<file path="src/rtl/hazard_ctrl_pkg.sv">
// Shared CPU pipeline definitions for the hazard controller: FSM encoding,
// memory-wait limit and stall counter width.
package hazard_ctrl_pkg;

   typedef enum logic {
      ST_RUN      = 1'b0,
      ST_MEM_WAIT = 1'b1
   } state_e;

   localparam logic [7:0] WAIT_LIMIT  = 8'd255;
   localparam int         STALL_CNT_W = 16;

   function automatic logic [STALL_CNT_W-1:0] sat_inc(input logic [STALL_CNT_W-1:0] v);
      return (v == '1) ? v : v + STALL_CNT_W'(1);
   endfunction

endpackage

</file>
<file path="src/rtl/hazard_ctrl_load_use_detect.sv">
// Load-use hazard comparator: the load in ID/EX writes a register that the
// instruction in IF/ID reads. r0 never creates a dependency.
module load_use_detect (
   input  logic       idex_memread_i,
   input  logic [4:0] idex_rt_i,
   input  logic [4:0] ifid_rs_i,
   input  logic [4:0] ifid_rt_i,
   output logic       hit_o
);

   assign hit_o = idex_memread_i && (idex_rt_i != 5'd0) &&
                  ((idex_rt_i == ifid_rs_i) || (idex_rt_i == ifid_rt_i));

endmodule

</file>
<file path="src/rtl/hazard_ctrl.sv">
// Pipeline hazard controller: memory-wait hold, branch flush, load-use stall,
// stall-cycle counter and sticky memory-timeout flag.
//
//   state       | meaning
//   ST_RUN      | normal issue; events resolved by priority hold > flush > stall
//   ST_MEM_WAIT | data access outstanding; pipeline held until ack or timeout
module hazard_ctrl
   import hazard_ctrl_pkg::*;
(
   input  logic                   clk_i,
   input  logic                   rst_i,
   input  logic                   idex_memread_i,
   input  logic [4:0]             idex_rt_i,
   input  logic [4:0]             ifid_rs_i,
   input  logic [4:0]             ifid_rt_i,
   input  logic                   branch_taken_i,
   input  logic                   mem_req_i,
   input  logic                   mem_ack_i,
   output logic                   pc_write_o,
   output logic                   ifid_write_o,
   output logic                   ifid_flush_o,
   output logic                   idex_bubble_o,
   output logic                   pipe_hold_o,
   output logic [STALL_CNT_W-1:0] stall_cnt_o,
   output logic                   timeout_o
);

   state_e                 state_q, state_d;
   logic [7:0]             wait_cnt_q, wait_cnt_d;
   logic [STALL_CNT_W-1:0] stall_cnt_q, stall_cnt_d;
   logic                   timeout_q, timeout_d;
   logic                   load_use_hit;
   logic                   mem_hold;

   load_use_detect u_load_use_detect (
      .idex_memread_i (idex_memread_i),
      .idex_rt_i      (idex_rt_i),
      .ifid_rs_i      (ifid_rs_i),
      .ifid_rt_i      (ifid_rt_i),
      .hit_o          (load_use_hit)
   );

   always_comb begin
      state_d       = state_q;
      wait_cnt_d    = wait_cnt_q;
      timeout_d     = timeout_q;
      pc_write_o    = 1'b1;
      ifid_write_o  = 1'b1;
      ifid_flush_o  = 1'b0;
      idex_bubble_o = 1'b0;
      pipe_hold_o   = 1'b0;

      // An acked access releases the hold in the same cycle, in either state.
      mem_hold = (state_q == ST_MEM_WAIT) ? !mem_ack_i : (mem_req_i && !mem_ack_i);

      // Wait timer is a down-counter loaded on MEM_WAIT entry; terminal count 0
      // marks the final permitted wait cycle.
      case (state_q)
         ST_RUN: begin
            wait_cnt_d = 8'd0;
            if (mem_req_i && !mem_ack_i) begin
               state_d    = ST_MEM_WAIT;
               wait_cnt_d = WAIT_LIMIT - 8'd1;
            end
         end
         ST_MEM_WAIT: begin
            if (mem_ack_i) begin
               state_d    = ST_RUN;
               wait_cnt_d = 8'd0;
            end else if (wait_cnt_q == 8'd0) begin
               state_d    = ST_RUN;
               timeout_d  = 1'b1;
               wait_cnt_d = 8'd0;
            end else begin
               wait_cnt_d = wait_cnt_q - 8'd1;
            end
         end
         default: state_d = ST_RUN;
      endcase

      if (rst_i) begin
         pc_write_o    = 1'b0;
         ifid_write_o  = 1'b0;
         ifid_flush_o  = 1'b1;
         idex_bubble_o = 1'b1;
      end else if (mem_hold) begin
         pc_write_o    = 1'b0;
         ifid_write_o  = 1'b0;
         pipe_hold_o   = 1'b1;
      end else if (branch_taken_i) begin
         ifid_flush_o  = 1'b1;
      end else if (load_use_hit) begin
         pc_write_o    = 1'b0;
         ifid_write_o  = 1'b0;
         idex_bubble_o = 1'b1;
      end

      stall_cnt_d = pc_write_o ? stall_cnt_q : sat_inc(stall_cnt_q);
   end

   always_ff @(posedge clk_i) begin
      if (rst_i) begin
         state_q     <= ST_RUN;
         wait_cnt_q  <= 8'd0;
         stall_cnt_q <= '0;
         timeout_q   <= 1'b0;
      end else begin
         state_q     <= state_d;
         wait_cnt_q  <= wait_cnt_d;
         stall_cnt_q <= stall_cnt_d;
         timeout_q   <= timeout_d;
      end
   end

   assign stall_cnt_o = stall_cnt_q;
   assign timeout_o   = timeout_q;

endmodule

</file>
<file path="config.mk">
export PLATFORM = sky130hd
export DESIGN_NAME = hazard_ctrl
export DESIGN_NICKNAME = d
export VERILOG_FILES = /design/src/rtl/hazard_ctrl_pkg.sv /design/src/rtl/hazard_ctrl_load_use_detect.sv /design/src/rtl/hazard_ctrl.sv
export SDC_FILE = /design/constraint.sdc
export NUM_CORES = 1
export LEC_CHECK = 0
export CAP_MARGIN = 20
export CORE_MARGIN = 2
export CORE_UTILIZATION = 46
export DETAILED_ROUTE_END_ITERATION = 8
export GPL_TIMING_DRIVEN = 0
export PLACE_DENSITY = 0.84
export SYNTH_ARGS = -nofsm -noshare
export SYNTH_HDL_FRONTEND = slang
export SYNTH_HIERARCHICAL = 1
export SYNTH_SLANG_ARGS = --single-unit
</file>
<file path="constraint.sdc">
create_clock -name clk_i -period 2.35 [get_ports clk_i]
set_input_delay 0.235 -clock clk_i [delete_from_list [all_inputs] [get_ports clk_i]]
set_output_delay 0.235 -clock clk_i [all_outputs]
set_load 0.02 [all_outputs]
</file>
==> results.py, run 1 <==
metrics = {
    "status": {
        "outcome": "complete, no violations",
    },
    "setup_path": {
        "r2r_slack_ps": 310,
        "startpoint": "idex_rt_i[0]",
        "crit_path_top_delay_cell": "or4_1",
        "crit_path_max_incr_delay_ps": 550,
        "crit_end": "pc_write_o",
        "critPathArrivalTime_ps": 2040,
        "rr_endpoint": "stall_cnt_o[13]",
        "startpoint_type": "primary input",
        "end_kind": "output pin",
        "cp_num_buf_inv": 4,
        "rr_worst_depth": 6,
        "worstSetupPathType": "in2out",
        "path_max_fanout": 3,
        "timing.rr.start": "stall_cnt_o[0]",
        "cp.required_ps": 2120,
        "critical_path_depth": 9,
        "path_cells": "dlygate4sd2_1 > or4_1 > o21ai_1 > a21oi_1 > nor2b_4 > nor3_2 > buf_6 > buf_4 > clkdlybuf4s15_2",
        "cpLargestDelayFamily": "simple AND/OR/NAND/NOR gates",
    },
    "synthesis": {
        "synth_edf_count": 0,
        "synth-seq-cells": 26,
        "netlist.area_leader.share_pct": 36.4,
        "ys_top_cells_by_area": "dfxtp_1, a21oi_1, or4_1",
        "async_flop_share_pct": 0,
        "synth_warnings": 6,
        "synth_top_flop_cell": "dfxtp_1",
        "syn_area_um2": 1430,
        "syn-num-nets": 193,
        "synth-seq-area-share_pct": 36.4,
        "synthDistinctLibCells": 33,
        "synth_cells": 169,
        "syn_area_per_cell_um2": 8.45,
        "synth_largest_area_cell": "dfxtp_1",
    },
    "finish": {
        "nets": 244,
        "final_util_pct": 66.4,
        "area_delta_synth_final_pct": 39.5,
        "num_antenna_cells": 0,
        "fin_cells": 252,
        "fin_area_um2": 1990,
        "drive_above_1_share_pct": 11.4,
        "fillers": 258,
    },
    "clock_tree": {
        "cts_tree": "done",
        "clk_latency_ps": 330,
        "cts_sinks": 26,
        "h-tree-depth": 1,
        "cts_hold_buf": 0,
        "cts_max_path_buffers": 2,
        "numCtsBuffers": 3,
        "clockRootBuffer": "clkbuf_4",
        "clkSlewWorstSetupHoldPaths_ps": 140,
    },
    "floorplan": {
        "die_h_um": 59.7,
        "die_area_um2": 3570,
        "die_w_um": 59.7,
        "io_pins": 43,
        "coreArea_um2": 3000,
        "start_util_pct": 47.6,
        "core.rowCount": 20,
    },
    "pwr": {
        "power.share.combinational_pct": 19.9,
        "internal-power_mw": 0.727,
        "ir_drop_v": 0.000304,
        "power_frac_clock_pct": 32.1,
        "swShare_pct": 25.4,
        "seqPwrFrac_pct": 48.0,
        "power_density_nw_per_um2": 489,
        "power.switching_mw": 0.248,
        "leakage_nw": 0.715,
        "fin_total_pwr_mw": 0.974,
    },
    "grt": {
        "overflow": 0,
        "grt.total_usage_pct": 22.0,
        "antenna_found_initial": 0,
        "grt_pass1_vias": 1389,
        "grt_max_degree": 16,
        "grt_pass1_wl_um": 6070,
    },
    "placed_design": {
        "port-buffer-count": 42,
        "placed_area_um2": 1890,
        "dp_slack_ps": -1030,
        "dp.final_hpwl_um": 2590,
        "gp_congestion": 0.752,
        "dp.cells": 244,
    },
    "route": {
        "vias": 1490,
        "dr.pass1.iters": 5,
        "wl_per_cell_um": 14.4,
        "drc": 0,
        "dr.first_iter.drc_count": 51,
        "ant_nets": 0,
        "viasPerCell": 5.91,
        "wl_um": 3630,
    },
    "sta": {
        "finalHoldViolCount": 0,
        "whs_ps": 472,
        "fin_ws_ps": 75.5,
        "tns_ps": 0,
        "tightest_slew_ps": 571,
        "finalSetupViolCount": 0,
        "layout_min_cycle_time_ps": 2270,
        "final_max_slew_viol_count": 0,
        "post-route-period-util_pct": 96.8,
        "finClkSkew_ps": 5.42,
        "slew_headroom_pct": 61.6,
        "max_freq_mhz": 440,
    },
    "min_path": {
        "holdCritPathClass": "reg2reg",
    },
    "job": {
        "maxCapViolations": 0,
    },
}
[sequential cells by signal, summed over array words and instances (netlist names)]
register     flops
timeout_o        1
wait_cnt_q       8
state_q          1
stall_cnt_o     16
[placed cells by master (no fill, tap or decap), types with 5 or more instances in the layout]
cell and n:
dfxtp_1 26, inv_1 5, nand3_1 6, buf_4 6
dlygate4sd2_1 5, o31ai_1 9, nor2_1 13, nor3_1 5
nand2_1 8, or4_1 10, clkdlybuf4s50_1 35, xor2_1 8
a21oi_1 19, xnor2_1 7, and4_1 5
[synthesized netlist by cell type, types with 2 or more instances]
library cell  instances
nor2b_1               5
nor3_1                6
nand2b_1              2
or4_1                10
buf_2                 2
nand3_1               6
xor2_1                8
nor2_1               13
nand4_1               4
and4_1                5
ha_1                  3
or3_1                 2
clkbuf_1              5
dfxtp_1              26
nor4_1                5
o21ai_0               3
a311o_1               2
xnor2_1               7
o31ai_1               9
o21ba_2               2
a21oi_1              19
mux2_2                3
inv_1                 5
nand2_1               8
[repair_timing]
item / CTS / global route
pin swaps: 2 / 2
gates cloned: 1 / 0
endpoints found under the setup margin: 15 / 3
gates resized for setup: 17 / 2
setup buffers: 4 / 1
[power by group through the flow]
| stage | registers [mW] | clock network [mW] | logic (mW) |
|---|---|---|---|
| CTS | 0.468 | 0.311 | 0.191 |
| floorplan | 0.480 | 0 | 0.0984 |
| global placement | 0.477 | 0 | 0.181 |
| global route | 0.470 | 0.331 | 0.211 |
| detailed placement | 0.477 | 0 | 0.186 |
| finish | 0.468 | 0.313 | 0.194 |
[layer usage]
layer	global-route usage (%)	wire (um)
met1	29.1	1550
met2	36.5	1820
met3	2.60	216
met4	8.57	40
met5	0	0
[area by class of cell]
type	instances	area [um^2]	share of cell area (%)
plain buffers	6	35.0	1.76
clock buffers	3	22.5	1.13
clock inverters	1	30.0	1.51
inverters	5	18.8	0.942
multi-input cells	130	872	43.8
flip-flops and latches	26	520	26.1
well taps	33	41.3	2.07
repair buffers	48	453	22.7
[worst reg2reg max path: stages (launching register included)]
cell and delay (ps):
dfxtp_1 380, ha_1 240, and3_1 200, and4_1 200, clkbuf_1 210, nor4_1 340, mux2_2 370
[how the worst min path moves through the flow]
stage	start	end	cells after the start
2_1_floorplan	wait_cnt_q[0]	wait_cnt_q[0]	1
3_3_place_gp	wait_cnt_q[0]	wait_cnt_q[0]	1
3_5_place_dp	wait_cnt_q[0]	wait_cnt_q[0]	1
4_1_cts	wait_cnt_q[0]	wait_cnt_q[0]	1
5_1_grt	wait_cnt_q[0]	wait_cnt_q[0]	1
6_report	wait_cnt_q[0]	wait_cnt_q[0]	1
[cells by family after synthesis]
logic type      Yosys count  synth area share [%]
compound gates           40                  17.8
xor+xnor                 15                  9.19
fa+ha+maj                 3                  2.63
buf+inv                  13                  3.85
flops                    26                  36.4
mux                       3                  2.36
simple gates             69                  27.8
Note: power is estimated with default switching activity, not from simulation.
==> run 2, diff against run 1 <==
--- a/config.mk
+++ b/config.mk
@@ -9,6 +9,7 @@
 export CORE_MARGIN = 2
 export CORE_UTILIZATION = 46
 export DETAILED_ROUTE_END_ITERATION = 8
+export GPL_ROUTABILITY_DRIVEN = 0
 export GPL_TIMING_DRIVEN = 0
 export PLACE_DENSITY = 0.84
 export SYNTH_ARGS = -nofsm -noshare
==> results of run 2 <==
Final layout, timing and power as in run 1 (identical DEF).
